$ cat config.mk
export PLATFORM = sky130hd
export DESIGN_NAME = expiry_alarm_controller
export DESIGN_NICKNAME = d
export VERILOG_FILES = /design/src/rtl/expiry_alarm_controller.sv
export SDC_FILE = /design/constraint.sdc
export NUM_CORES = 1
export LEC_CHECK = 0
export CAP_MARGIN = 20
export CORE_MARGIN = 4
export CORE_UTILIZATION = 35
export DETAILED_ROUTE_END_ITERATION = 6
export PLACE_DENSITY_LB_ADDON = 0.3
export REMOVE_ABC_BUFFERS = 1
export SLEW_MARGIN = 20
export SYNTH_ARGS = -nofsm -noshare
export SYNTH_HDL_FRONTEND = slang
export SYNTH_SLANG_ARGS = --single-unit
$ cat constraint.sdc
create_clock -name clk -period 1.6 [get_ports clk]
set_clock_uncertainty 0.15 [all_clocks]
set_input_delay 0.24 -clock clk [delete_from_list [all_inputs] [get_ports clk]]
set_output_delay 0.24 -clock clk [all_outputs]
set_load 0.02 [all_outputs]
$ cat src/rtl/expiry_alarm_controller.sv
// End-of-countdown alert sequencer: blinks the display and beeps for a fixed number of cycles
// once a live run reaches zero, then holds a silent expired state until a key acknowledges it.
module expiry_alarm_controller #(
    parameter int unsigned BLINK_HALF = 50000,
    parameter int unsigned BEEP_COUNT = 5,
    parameter int unsigned VAL_W      = 7
) (
    input  logic             clk,
    input  logic             rst,
    input  logic             running,
    input  logic [VAL_W-1:0] remaining,
    input  logic             keydown_clear,
    input  logic             keydown_start,
    output logic             display_en,
    output logic             buzzer,
    output logic             alarm_active,
    output logic             expired
);

    localparam int unsigned PH_W = $clog2(BLINK_HALF + 1);
    localparam int unsigned BP_W = $clog2(BEEP_COUNT + 1);
    localparam logic [PH_W-1:0] PH_LAST = PH_W'(BLINK_HALF - 1);
    localparam logic [BP_W-1:0] BP_DONE = BP_W'(BEEP_COUNT);

    typedef enum logic [2:0] {
        StIdle,
        StArmed,
        StAlarmOn,
        StAlarmOff,
        StSilent
    } state_e;

    state_e          state_q, state_d;
    logic [PH_W-1:0] phase_q, phase_d;
    logic [BP_W-1:0] beep_q, beep_d, beep_inc;
    logic            ack, phase_last;
    logic            display_en_d, buzzer_d, alarm_active_d, expired_d;

    assign ack        = keydown_clear | keydown_start;
    assign phase_last = (phase_q == PH_LAST);
    assign beep_inc   = beep_q + BP_W'(1);

    always_ff @(posedge clk) begin
        if (rst) begin
            state_q <= StIdle;
            phase_q <= '0;
            beep_q  <= '0;
        end else begin
            state_q <= state_d;
            phase_q <= phase_d;
            beep_q  <= beep_d;
        end
    end

    // Counters default to zero so they rest at 0 outside the blink states.
    always_comb begin
        state_d = state_q;
        phase_d = '0;
        beep_d  = '0;
        unique case (state_q)
            StIdle: begin
                if (running && remaining != '0) state_d = StArmed;
            end
            StArmed: begin
                // Zero wins over running=0: the countdown may drop running as it hits zero.
                if (remaining == '0) state_d = StAlarmOn;
                else if (!running)   state_d = StIdle;
            end
            StAlarmOn: begin
                beep_d = beep_q;
                if (ack) begin
                    state_d = StIdle;
                    beep_d  = '0;
                end else if (phase_last) begin
                    state_d = StAlarmOff;
                end else begin
                    phase_d = phase_q + PH_W'(1);
                end
            end
            StAlarmOff: begin
                beep_d = beep_q;
                if (ack) begin
                    state_d = StIdle;
                    beep_d  = '0;
                end else if (phase_last) begin
                    if (beep_inc == BP_DONE) begin
                        state_d = StSilent;
                        beep_d  = '0;
                    end else begin
                        state_d = StAlarmOn;
                        beep_d  = beep_inc;
                    end
                end else begin
                    phase_d = phase_q + PH_W'(1);
                end
            end
            StSilent: begin
                if (ack) state_d = StIdle;
            end
            default: state_d = StIdle;
        endcase
    end

    always_comb begin
        display_en_d   = (state_d != StAlarmOff);
        buzzer_d       = (state_d == StAlarmOn);
        alarm_active_d = (state_d == StAlarmOn) || (state_d == StAlarmOff);
        expired_d      = (state_q == StArmed) && (state_d == StAlarmOn);
    end

    always_ff @(posedge clk) begin
        if (rst) begin
            display_en   <= 1'b1;
            buzzer       <= 1'b0;
            alarm_active <= 1'b0;
            expired      <= 1'b0;
        end else begin
            display_en   <= display_en_d;
            buzzer       <= buzzer_d;
            alarm_active <= alarm_active_d;
            expired      <= expired_d;
        end
    end

endmodule

==> results.toml, run 1 <==
[job]
maxCapViolCount = 0

[status]
status = "finished with violations"
violations = "setup timing"

[clock_tree]
ctsRootBufferMaster = "clkbuf_4"
cts_tree = "yes"
cts.clk_slew.worst_paths_ps = 150
insertion_delay_ps = 320
cts_max_level = 1
postCtsHoldBufs = 0
clk_path_buf_depth = 2
cts_num_sinks = 26
numCtsBuffers = 3

[final_layout]
instances_no_fill = 230
layout_common_cells = "31 x buf_4, 20 x dfxtp_1, 17 x nor2_1"
multi_input_area_um2 = 748
antenna_cells = 0
layout_commonest_cell = "buf_4"
drive_above_1_share_pct = 35.9
fill_cells = 336
area_growth_syn_to_layout_pct = 48.5
nets = 200
final_area_um2 = 1790
final-seq-area_um2 = 531

[placed_design]
place.gp.congestion = 0.769
placed_cell_area_um2 = 1620
dp_hpwl_um = 2060
io_buffers = 15
dp_cells = 223
dp_slack_ps = -293

[critical_path]
start_kind = "flip-flop"
reg2reg_to = "beep_q[2]$_SDFFE_PP0P_"
max_stage_delay_ps = 530
critPathCaptureType = "flip-flop"
critPathLaunch = "phase_q[1]$_SDFF_PP0_"
cp_num_cells = 5
path_max_fanout = 4
r2r_cells = 5
required_ps = 1710
crit_buf_inv = 0
rr_startpoint = "phase_q[1]$_SDFF_PP0_"
path_class = "reg -> reg"
critPathTopFamily = "simple AND/OR/NAND/NOR gates"
crit_chain = "ha_4 -> and4_4 -> nand4_4 -> or4b_4 -> a21oi_2"
crit_slowest_cell = "or4b_4"
reg2reg_setup_slack_ps = -120
endpoint = "beep_q[2]$_SDFFE_PP0P_"
arrival_ps = 1830

[floorplanning]
core_um2 = 3340
dieArea_um2 = 4450
die_h_um = 66.7
pin_count = 16
num_rows = 21
start_util_pct = 36.1
die_width_um = 66.7

[routing]
vias = 1147
routed_wl_um = 2780
vias_per_cell = 4.99
postRouteAntennaNets = 0
drt_pre_antenna_iters = 4
drtIter0Drc = 62
drcViolationCount = 0
post_drt_wl_per_cell_um = 12.1

[synth]
netlist_area_um2 = 1200
syn_avg_cell_area_um2 = 8.93
ys_types = 35
syn_inst = 135
synth_top_area_cell = "dfxtp_1"
yosysTopAreaCellShare_pct = 43.2
yosys-top-cells-area = "dfxtp_1 43%, nor2_1 5.6%, xnor2_1 5.1%, nand2_1 4.4%, xor2_1 4.4%"
seq_area_frac_synth_pct = 43.2
synth-seq-cells = 26
yosysWarnings = 0

[grt]
grt_start_max_net_pins = 16
antenna_found_initial = 0
grt_overflow_total = 0
first_global_vias = 1198
grt_pass1_wl_um = 4760
grt_usage_pct = 13.7

[timing]
slew_headroom_pct = 79.4
slew_violations = 0
fin_ws_ps = -117
worst_pin_slew_ps = 307
whs_ps = 342
hold_viol = 0
max_freq_mhz = 582
rsz0062_at_grt = "yes"
period_share_pct = 107
setup_viol_count_final = 5
fin_crit_ps = 1720

[power_and_ir_drop]
power.density_nw_per_um2 = 639
total_power_mw = 1.14
ir_worst_vdd_uv = 271
cellLeakagePower_nw = 0.677

[worst_hold_path]
min_path_type = "reg -> reg"
## state kept, by name, summed over array words and instances (netlist names)
name,count
state_q,3
buzzer,1
phase_q,16
display_en,1
expired,1
beep_q,3
alarm_active,1
## tightest hold or removal path, stage by stage, from the launching register on
cell	delay (ps)
dfxtp_1	350
nand2_1	60
a21oi_1	50
## Yosys cell counts, drive strengths merged
library cell,number
or3,1
inv,6
nand2,14
and3,3
ha,3
nand3,4
or4,1
nor4,3
and4bb,2
nand4,6
buf,1
o211ai,1
a22o,1
dfxtp,26
o31ai,1
nand2b,1
a31o,1
o21ai,3
o31a,1
nor3,3
and2,3
or2,1
a221oi,1
xor2,6
xnor2,7
nor4b,2
nor2,18
a21oi,9
nand3b,1
and4,4
or4b,1
## repair_timing
action / 4_1_cts / 5_1_grt
gates resized for setup: 15 / 14
setup endpoints to repair: 22 / 22
cloned: 0 / 0
pin swaps: 6 / 8
buffers inserted: 2 / 1
## where the power goes
part | switching, mW | internal, mW
combinational | 0.0151 | 0.0317
sequential | 0.000993 | 0.647
clock | 0.196 | 0.253
## layout make-up
type	count	share of cell area, %
Multi-Input combinational cell	102	41.8
Timing Repair Buffer	46	21.1
Inverter	6	1.26
Tap cell	46	3.22
Clock buffer	3	1.26
Sequential cell	26	29.7
Clock inverter	1	1.68
## how the worst min path moves through the flow
| stage | endpoint | cells past startpoint | from |
|---|---|---|---|
| finish | beep_q[1]$_SDFFE_PP0P_ | 2 | beep_q[1]$_SDFFE_PP0P_ |
| global route | state_q[2]$_SDFF_PP0_ | 2 | rst |
| CTS | state_q[2]$_SDFF_PP0_ | 2 | rst |
| detailed placement | beep_q[1]$_SDFFE_PP0P_ | 2 | beep_q[1]$_SDFFE_PP0P_ |
| global placement | beep_q[1]$_SDFFE_PP0P_ | 2 | beep_q[1]$_SDFFE_PP0P_ |
| floorplan | state_q[2]$_SDFF_PP0_ | 1 | keydown_start |
## logic make-up (layout without fill, tap and decap cells)
logic type	count (synthesis)	count (layout)	synth area share (%)
xor+xnor	13	13	9.45
buf+inv	7	56	2.28
flops	26	26	43.2
simple gates	68	68	32.7
compound gates	18	18	9.24
fa+ha+maj	3	3	3.12
## layer usage
| layer | track usage (%) | wire length (µm) |
|---|---|---|
| met1 | 14.7 | 1140 |
| met2 | 26.1 | 1560 |
| met3 | 2.19 | 65 |
| met4 | 5.84 | 14 |
| met5 | 0 | 0 |
## metrics by stage
stage / setup TNS, ps / util, %
after floorplan: -251 / -
final: -295 / 53.6
after CTS: -323 / 51.5
after global placement: -4090 / 48.5
after global routing: -1010 / 53.6
after detailed placement: -5180 / 48.5
(Power assumes the default switching activity.)
==> run 2, diff against run 1 <==
- DONT_BUFFER_PORTS: unset -> 1
==> run 2 against run 1 <==
Effect of this change:
- register-to-register slack gained 50 ps
- clock power is 25% lower
- first-iteration DRC count down 40%
- flip-flop and latch count did not move
- largest power group unchanged
- core utilization fell by 3.9 points
- die area unchanged
- count of clock-buffer cells in the layout rose by 1
- total power shrank 12%
- via count is 3.1% lower
- global-route usage about the same
- the flow still finishes with violations (setup timing)
==> results.toml, run 2 (synthesis results as in run 1) <==
[status]
status = "finished with violations"
violations = "setup timing"

[critical_path]
rr_startpoint = "phase_q[0]$_SDFF_PP0_"
reg2reg_setup_slack_ps = -60
start_kind = "flip-flop"
critPathTopFamily = "simple AND/OR/NAND/NOR gates"
crit_slowest_cell = "or4b_1"
path_class = "reg -> reg"
max_stage_delay_ps = 500
path_max_fanout = 4
critPathCaptureType = "flip-flop"
reg2reg_to = "beep_q[2]$_SDFFE_PP0P_"
crit_chain = "ha_4 -> and4_1 -> nand4_2 -> or4b_1 -> a21oi_2"
arrival_ps = 1790
r2r_cells = 5
required_ps = 1730
crit_buf_inv = 0

[final_layout]
final_area_um2 = 1660
area_growth_syn_to_layout_pct = 37.7
antenna_cells = 0
drive_above_1_share_pct = 36.4
top_regs = "phase_q: 16 flops, beep_q: 3 flops, state_q: 3 flops"
nets = 189
layout_commonest_cell = "buf_4"
top_register = "phase_q"
largest_reg_flops = 16
layout_common_cells = "29 x buf_4, 19 x dfxtp_1, 17 x nor2_1"

[power_and_ir_drop]
ir_worst_vdd_uv = 454
power.density_nw_per_um2 = 608
total_power_mw = 1.01
cellLeakagePower_nw = 0.615

[placed_design]
io_buffers = 0
dp_hpwl_um = 2000
placed_cell_area_um2 = 1480
dp_slack_ps = -113
place.gp.congestion = 0.870

[worst_hold_path]
hold_start = "running"
holdPathStages = 3
whs_endpoint = "state_q[0]$_SDFF_PP0_"
min_path_type = "in -> reg"

[timing]
fin_crit_ps = 1660
hold_viol = 0
max_freq_mhz = 602
worst_pin_slew_ps = 343
slew_violations = 0
fin_ws_ps = -62.2
period_share_pct = 104
setup_viol_count_final = 3
fin_tns_setup_ps = -86.9
rsz0062_at_grt = "yes"
slew_headroom_pct = 76.8
whs_ps = 82.4

[clock_tree]
cts_max_level = 1
numCtsBuffers = 3
clk_path_buf_depth = 2
ctsRootBufferMaster = "clkbuf_4"
cts.clk_slew.worst_paths_ps = 140
cts_tree = "yes"
insertion_delay_ps = 330
cts_num_sinks = 26

[grt]
first_global_vias = 1158
grt_start_max_net_pins = 15
grt_usage_pct = 13.7
antenna_found_initial = 0
grt_pass1_wl_um = 4710
grt_overflow_total = 0

[routing]
vias_per_cell = 5.07
post_drt_wl_per_cell_um = 12.5
drtIter0Drc = 37
routed_wl_um = 2750
postRouteAntennaNets = 0
drcViolationCount = 0
vias = 1111
drt_pre_antenna_iters = 4

[job]
maxCapViolCount = 0

[floorplanning]
start_util_pct = 36.1
core_um2 = 3340
die_h_um = 66.7
dieArea_um2 = 4450
die_width_um = 66.7
pin_count = 16
num_rows = 21
-- run 2: changes by cell type in the layout (fill, tap and decap cells not counted), moves of 2 or more --
| cell | change |
|---|---|
| clkdlybuf4s50_1 | -11 |
| dlygate4sd2_1 | -4 |
| buf_6 | +3 |
| dlygate4sd3_1 | +3 |
| buf_4 | -2 |
| nor3_1 | +2 |
| nor3_2 | -2 |
-- run 2: timing repair --
| action | 4_1_cts | 5_1_grt |
|---|---|---|
| gates resized for setup | 10 | 14 |
| setup buffers | 3 | 0 |
| endpoints found under the setup margin | 20 | 23 |
| gates cloned | 0 | 0 |
| pin swaps | 7 | 5 |
| hold buffers | 3 | 0 |
| hold endpoints to repair | 2 | 0 |
-- run 2: stage by stage --
step / utilization [%] / instances
after global placement: 44.2 / 209
after floorplan: - / 134
after detailed placement: 44.2 / 209
final: 49.7 / 219
after CTS: 48.0 / 219
after global routing: 49.7 / 219
-- run 2: tightest hold or removal path: cells and delay by family --
family	cells	cell delay (ps)
and+or+nand+nor	1	40
AOI/OAI and AO/OA	2	260
-- run 2: worst max-delay path by stage --
stage	from	end	cells after the start
2_1_floorplan	phase_q[0]$_SDFF_PP0_	beep_q[2]$_SDFFE_PP0P_	5
3_3_place_gp	phase_q[7]$_SDFF_PP0_	buzzer$_SDFF_PP0_	4
3_5_place_dp	phase_q[1]$_SDFF_PP0_	beep_q[2]$_SDFFE_PP0P_	5
4_1_cts	phase_q[0]$_SDFF_PP0_	beep_q[2]$_SDFFE_PP0P_	5
5_1_grt	phase_q[0]$_SDFF_PP0_	beep_q[2]$_SDFFE_PP0P_	5
6_report	phase_q[0]$_SDFF_PP0_	beep_q[2]$_SDFFE_PP0P_	5
-- run 2: area by class of cell --
| type | count | area [µm²] |
|---|---|---|
| inverter | 6 | 22.5 |
| clock buffer | 4 | 36.3 |
| tap | 46 | 57.6 |
| multi-input combinational | 102 | 729 |
| fill | 317 | 1680 |
| sequential | 26 | 532 |
| timing repair buffer | 35 | 282 |
-- run 2: routing by layer --
layer / GRT usage [%] / vias to the layer above / routed length (µm)
met2: 25.1 / 23 / 1470
met4: 4.82 / 0 / 58
li1: - / 558 / -
met3: 4.72 / 7 / 114
met1: 14.3 / 523 / 1100
met5: 0 / - / 0
-- run 2: report_power, final --
group / switching (mW) / total [mW] / internal (mW)
clock network: 0.196 / 0.336 / 0.140
registers: 0.000884 / 0.648 / 0.647
logic: 0.0111 / 0.0242 / 0.0131
==> variant 1: new RTL, flow settings as in run 2 <==
Encoding of `state_e`: now one-hot (5 bits for 5 states).
--- a/src/rtl/expiry_alarm_controller.sv
+++ b/src/rtl/expiry_alarm_controller.sv
@@ -24,8 +24,8 @@
 
-    typedef enum logic [2:0] {
-        StIdle,
-        StArmed,
-        StAlarmOn,
-        StAlarmOff,
-        StSilent
+    typedef enum logic [4:0] {
+        StIdle     = 5'b00001,
+        StArmed    = 5'b00010,
+        StAlarmOn  = 5'b00100,
+        StAlarmOff = 5'b01000,
+        StSilent   = 5'b10000
     } state_e;
Function: same outputs for any inputs over 10 cycles, from zero or initial values and one cycle with rst high; not proved beyond that.
==> variant 1 against run 2 <==
- global-route usage up 1.3 points
- synthesized area up 20%
- largest cell class unchanged
- cell area up 25%
- sequential cell count up 2
- routed wire length up 35%
- the flow still finishes with violations (setup timing)
- setup slack worse by 0.23 ns
- sequential share of layout area down 4.6 points
- critical endpoint is now display_en
Power is not compared: it rests on default switching activity, and its combinational part moved more than twofold at a synthesized area within 25%.
==> variant 1: results (changes against run 2) <==
[sta] Setup Viol. Count Final 28 [+25]
[hold_path] startpoint of the lowest-slack hold path rst
[sta] final worst hold slack 0.0162 ns [-0.0662 ns]
[logic_synthesis] commonest cells in the netlist 29 x sky130_fd_sc_hd__nor2_1, 28 x sky130_fd_sc_hd__dfxtp_1, 12 x sky130_fd_sc_hd__nand2_1
[drt] number of DRC violations after detailed-routing iteration 0 71 [+92%]
[setup_path] max incr delay on CP 0.54 ns [+0.04 ns]
[setup_path] worst setup path endpoint display_en
[global_routing] number of global-route vias before repair 1,464 [+26%]
[placement] DP Wirelength 2.72 mm [+36%]
[setup_path] endpoint arrival time on the critical path 1.91 ns [+0.12 ns]
[setup_path] largest fanout of any net on the critical path 3 [-1]
[hold_path] hold path endpoint expired
[layout] top flop regs phase_q x16, state_q x5, beep_q x3
[outcome] result of the run finished with violations
[drt] detailed-route wire length 3.71 mm [+35%]
[layout] proportion of layout cells with a drive suffix above 1 0.377 [+0.0126]
[layout] number of nets at the end of the flow 231 [+22%]
[clock_network] root buf cell sky130_fd_sc_hd__clkbuf_8
[drt] routed via count divided by cell count 5.16 [+1.8%]
[logic_synthesis] leading cell types by total area after synthesis sky130_fd_sc_hd__dfxtp_1 39%, sky130_fd_sc_hd__nor2_1 7.5%, sky130_fd_sc_hd__xor2_1 4.9%
[global_routing] Tot GR Track Use 0.150 [+0.0133]
[global_routing] first-pass GRT wire length 6.32 mm [+34%]
[sta] relative slew slack 0.770 [+0.00226]
[setup_path] Critical Path Slowest Stage Cell sky130_fd_sc_hd__or4_4
[global_routing] largest net degree at the start of global routing 17 [+2]
[clock_network] post-CTS clock slew at the launch and capture registers of the worst setup and hold paths 0.09 ns [-0.05 ns]
[outcome] failing checks setup timing
[sta] minimum setup slack in the final design -0.296 ns [-0.234 ns]
[clock_network] insertion delay of the later-clocked pin in the worst-skew pair 0.27 ns [-0.06 ns]
## variant 1: kinds of logic after synthesis
family | share of synthesized area
buffers and inverters | 0.0260
XOR/XNOR | 0.0911
AND/OR/NAND/NOR | 0.337
adder cells (fa/ha/maj) | 0.0260
flip-flops | 0.389
AO/OA/AOI/OAI | 0.131
## variant 1: layer usage
metal / up-vias / routed length (um) / track usage / share of wire
met2: 25 / 1980 / 0.278 / 0.53
met4: 0 / 77 / 0.0543 / 0.021
met5: - / 0 / 0 / 0
met1: 635 / 1530 / 0.165 / 0.41
li1: 700 / - / - / -
met3: 8 / 127 / 0.0360 / 0.034
## variant 1: area by class of cell
type | count | area [um2]
fill | 365 | 1920
multi-input combinational | 132 | 985
sequential | 28 | 571
timing repair buffer | 47 | 378
tap | 50 | 62.6
clock buffer | 3 | 41.3
clock inverter | 1 | 30.0
inverter | 4 | 15.0
## variant 1: stage by stage
stage / power (mW) / setup TNS [ns] / utilization / worst slack [ns] / cells
global placement: 0.804 / -5.47 / 0.446 / -0.351 / 254
finish: 1.37 / -5.52 / 0.520 / -0.296 / 265
global route: 1.43 / -7.46 / 0.520 / -0.350 / 265
CTS: 1.39 / -5.62 / 0.505 / -0.265 / 265
detailed placement: 0.809 / -6.47 / 0.446 / -0.404 / 254
floorplan: 0.778 / -4.69 / - / -0.333 / 164
## variant 1: what timing repair did
| item | in CTS | in global routing |
|---|---|---|
| endpoints found under the hold margin | 7 | 0 |
| setup buffers | 7 | 0 |
| hold buffers | 1 | 0 |
| pin swaps | 16 | 7 |
| gates resized for setup | 31 | 11 |
| setup endpoints to repair | 28 | 28 |
## variant 1: critical path, delay by kind of cell, from the launching register on
family	cells	cell delay [ns]
and+or+nand+nor	3	1.08
DFF	1	0.35
buffers and inverters	1	0.15
AOI/OAI and AO/OA	1	0.05
==> variant 2: new RTL, flow settings as in run 2 <==
Made on the original files. `BLINK_HALF`: 50000 -> 25000.
--- a/src/rtl/expiry_alarm_controller.sv
+++ b/src/rtl/expiry_alarm_controller.sv
@@ -3,3 +3,3 @@
 module expiry_alarm_controller #(
-    parameter int unsigned BLINK_HALF = 50000,
+    parameter int unsigned BLINK_HALF = 25000,
     parameter int unsigned BEEP_COUNT = 5,
Check against the original RTL: no difference found for any inputs over 10 cycles, from zero or initial values and one cycle with rst high; that may be too few to reach the edited logic, so the function may still have changed.
==> variant 2 against run 2 <==
- critical endpoint is now phase_q[14]
- power increased by 1.8%
- sequential cell count is 1 lower
- synthesized area is 6.2% higher
- highest routed layer unchanged
- routed wire length up 7.0%
- first-iteration DRC count is 41% lower
- setup slack got worse by 0.032 ns
- cell area up 12%
- largest cell class unchanged
- the flow still finishes with violations (setup timing)
==> variant 2: results (changes against run 2) <==
[outcome] result of the run finished with violations
[outcome] failing checks setup timing
[placement] pre-CTS setup slack -0.163 ns [-0.0501 ns]
[hold_path] startpoint of the lowest-slack hold path remaining[1]
[power] peak ir drop on the vdd network 0.366 mV [-20%]
[logic_synthesis] commonest cells in the netlist 25 x sky130_fd_sc_hd__dfxtp_1, 10 x sky130_fd_sc_hd__nor2_1, 9 x sky130_fd_sc_hd__nand3_1
[clock_network] root buf cell sky130_fd_sc_hd__clkbuf_8
[placement] gpl congestion 0.743 [-15%]
[layout] Layout clock buffers 3 [-1]
[global_routing] first-pass GRT wire length 4.49 mm [-4.7%]
[sta] relative slew slack 0.789 [+0.0209]
[layout] Signal buf overhead 0.199 [+0.0291]
[layout] proportion of layout cells with a drive suffix above 1 0.468 [+0.104]
[logic_synthesis] multiplexer share of the synthesized area 0.00880 [+0.00880]
[sta] minimum setup slack in the final design -0.0946 ns [-0.0325 ns]
[logic_synthesis] cell area after synthesis 1280 um2 [+6.2%]
[sta] final worst hold slack 0.0932 ns [+0.0108 ns]
[layout] Clock buffers and inverters, area share 0.0249 [+0.00306]
[power] reported leakage power 0.649 nW [+5.5%]
[logic_synthesis] post-synthesis xor/xnor area fraction 0.0958 [+0.00130]
[sta] Setup Viol. Count Final 17 [+14]
[drt] detailed-route wire length 2.94 mm [+7.0%]
[drt] routed via count divided by cell count 5.06 [-0.35%]
[global_routing] Tot GR Track Use 0.127 [-0.00964]
[logic_synthesis] synthesized area divided by synthesized cell count 9.85 um2 [+10%]
variant 2: cell count changes after synthesis, moves of 5 or more:
cell,before,now
sky130_fd_sc_hd__nor2_1,18,10
sky130_fd_sc_hd__nor2_4,0,8
sky130_fd_sc_hd__nand2_1,14,8
sky130_fd_sc_hd__a21oi_1,9,4
sky130_fd_sc_hd__nand3_1,4,9
variant 2: repair_timing:
| item | in CTS | in global routing |
|---|---|---|
| setup endpoints to repair | 20 | 20 |
| pin swaps | 15 | 14 |
| hold buffers | 4 | 0 |
| gates cloned | 1 | 0 |
| gates resized for setup | 18 | 23 |
| setup buffers | 1 | 5 |
| endpoints found under the hold margin | 2 | 0 |
variant 2: per-layer routing:
| layer | track usage | up-vias |
|---|---|---|
| met1 | 0.145 | 514 |
| met3 | 0.0246 | 6 |
| met5 | 0 | - |
| li1 | - | 544 |
| met2 | 0.225 | 33 |
| met4 | 0.0596 | 0 |
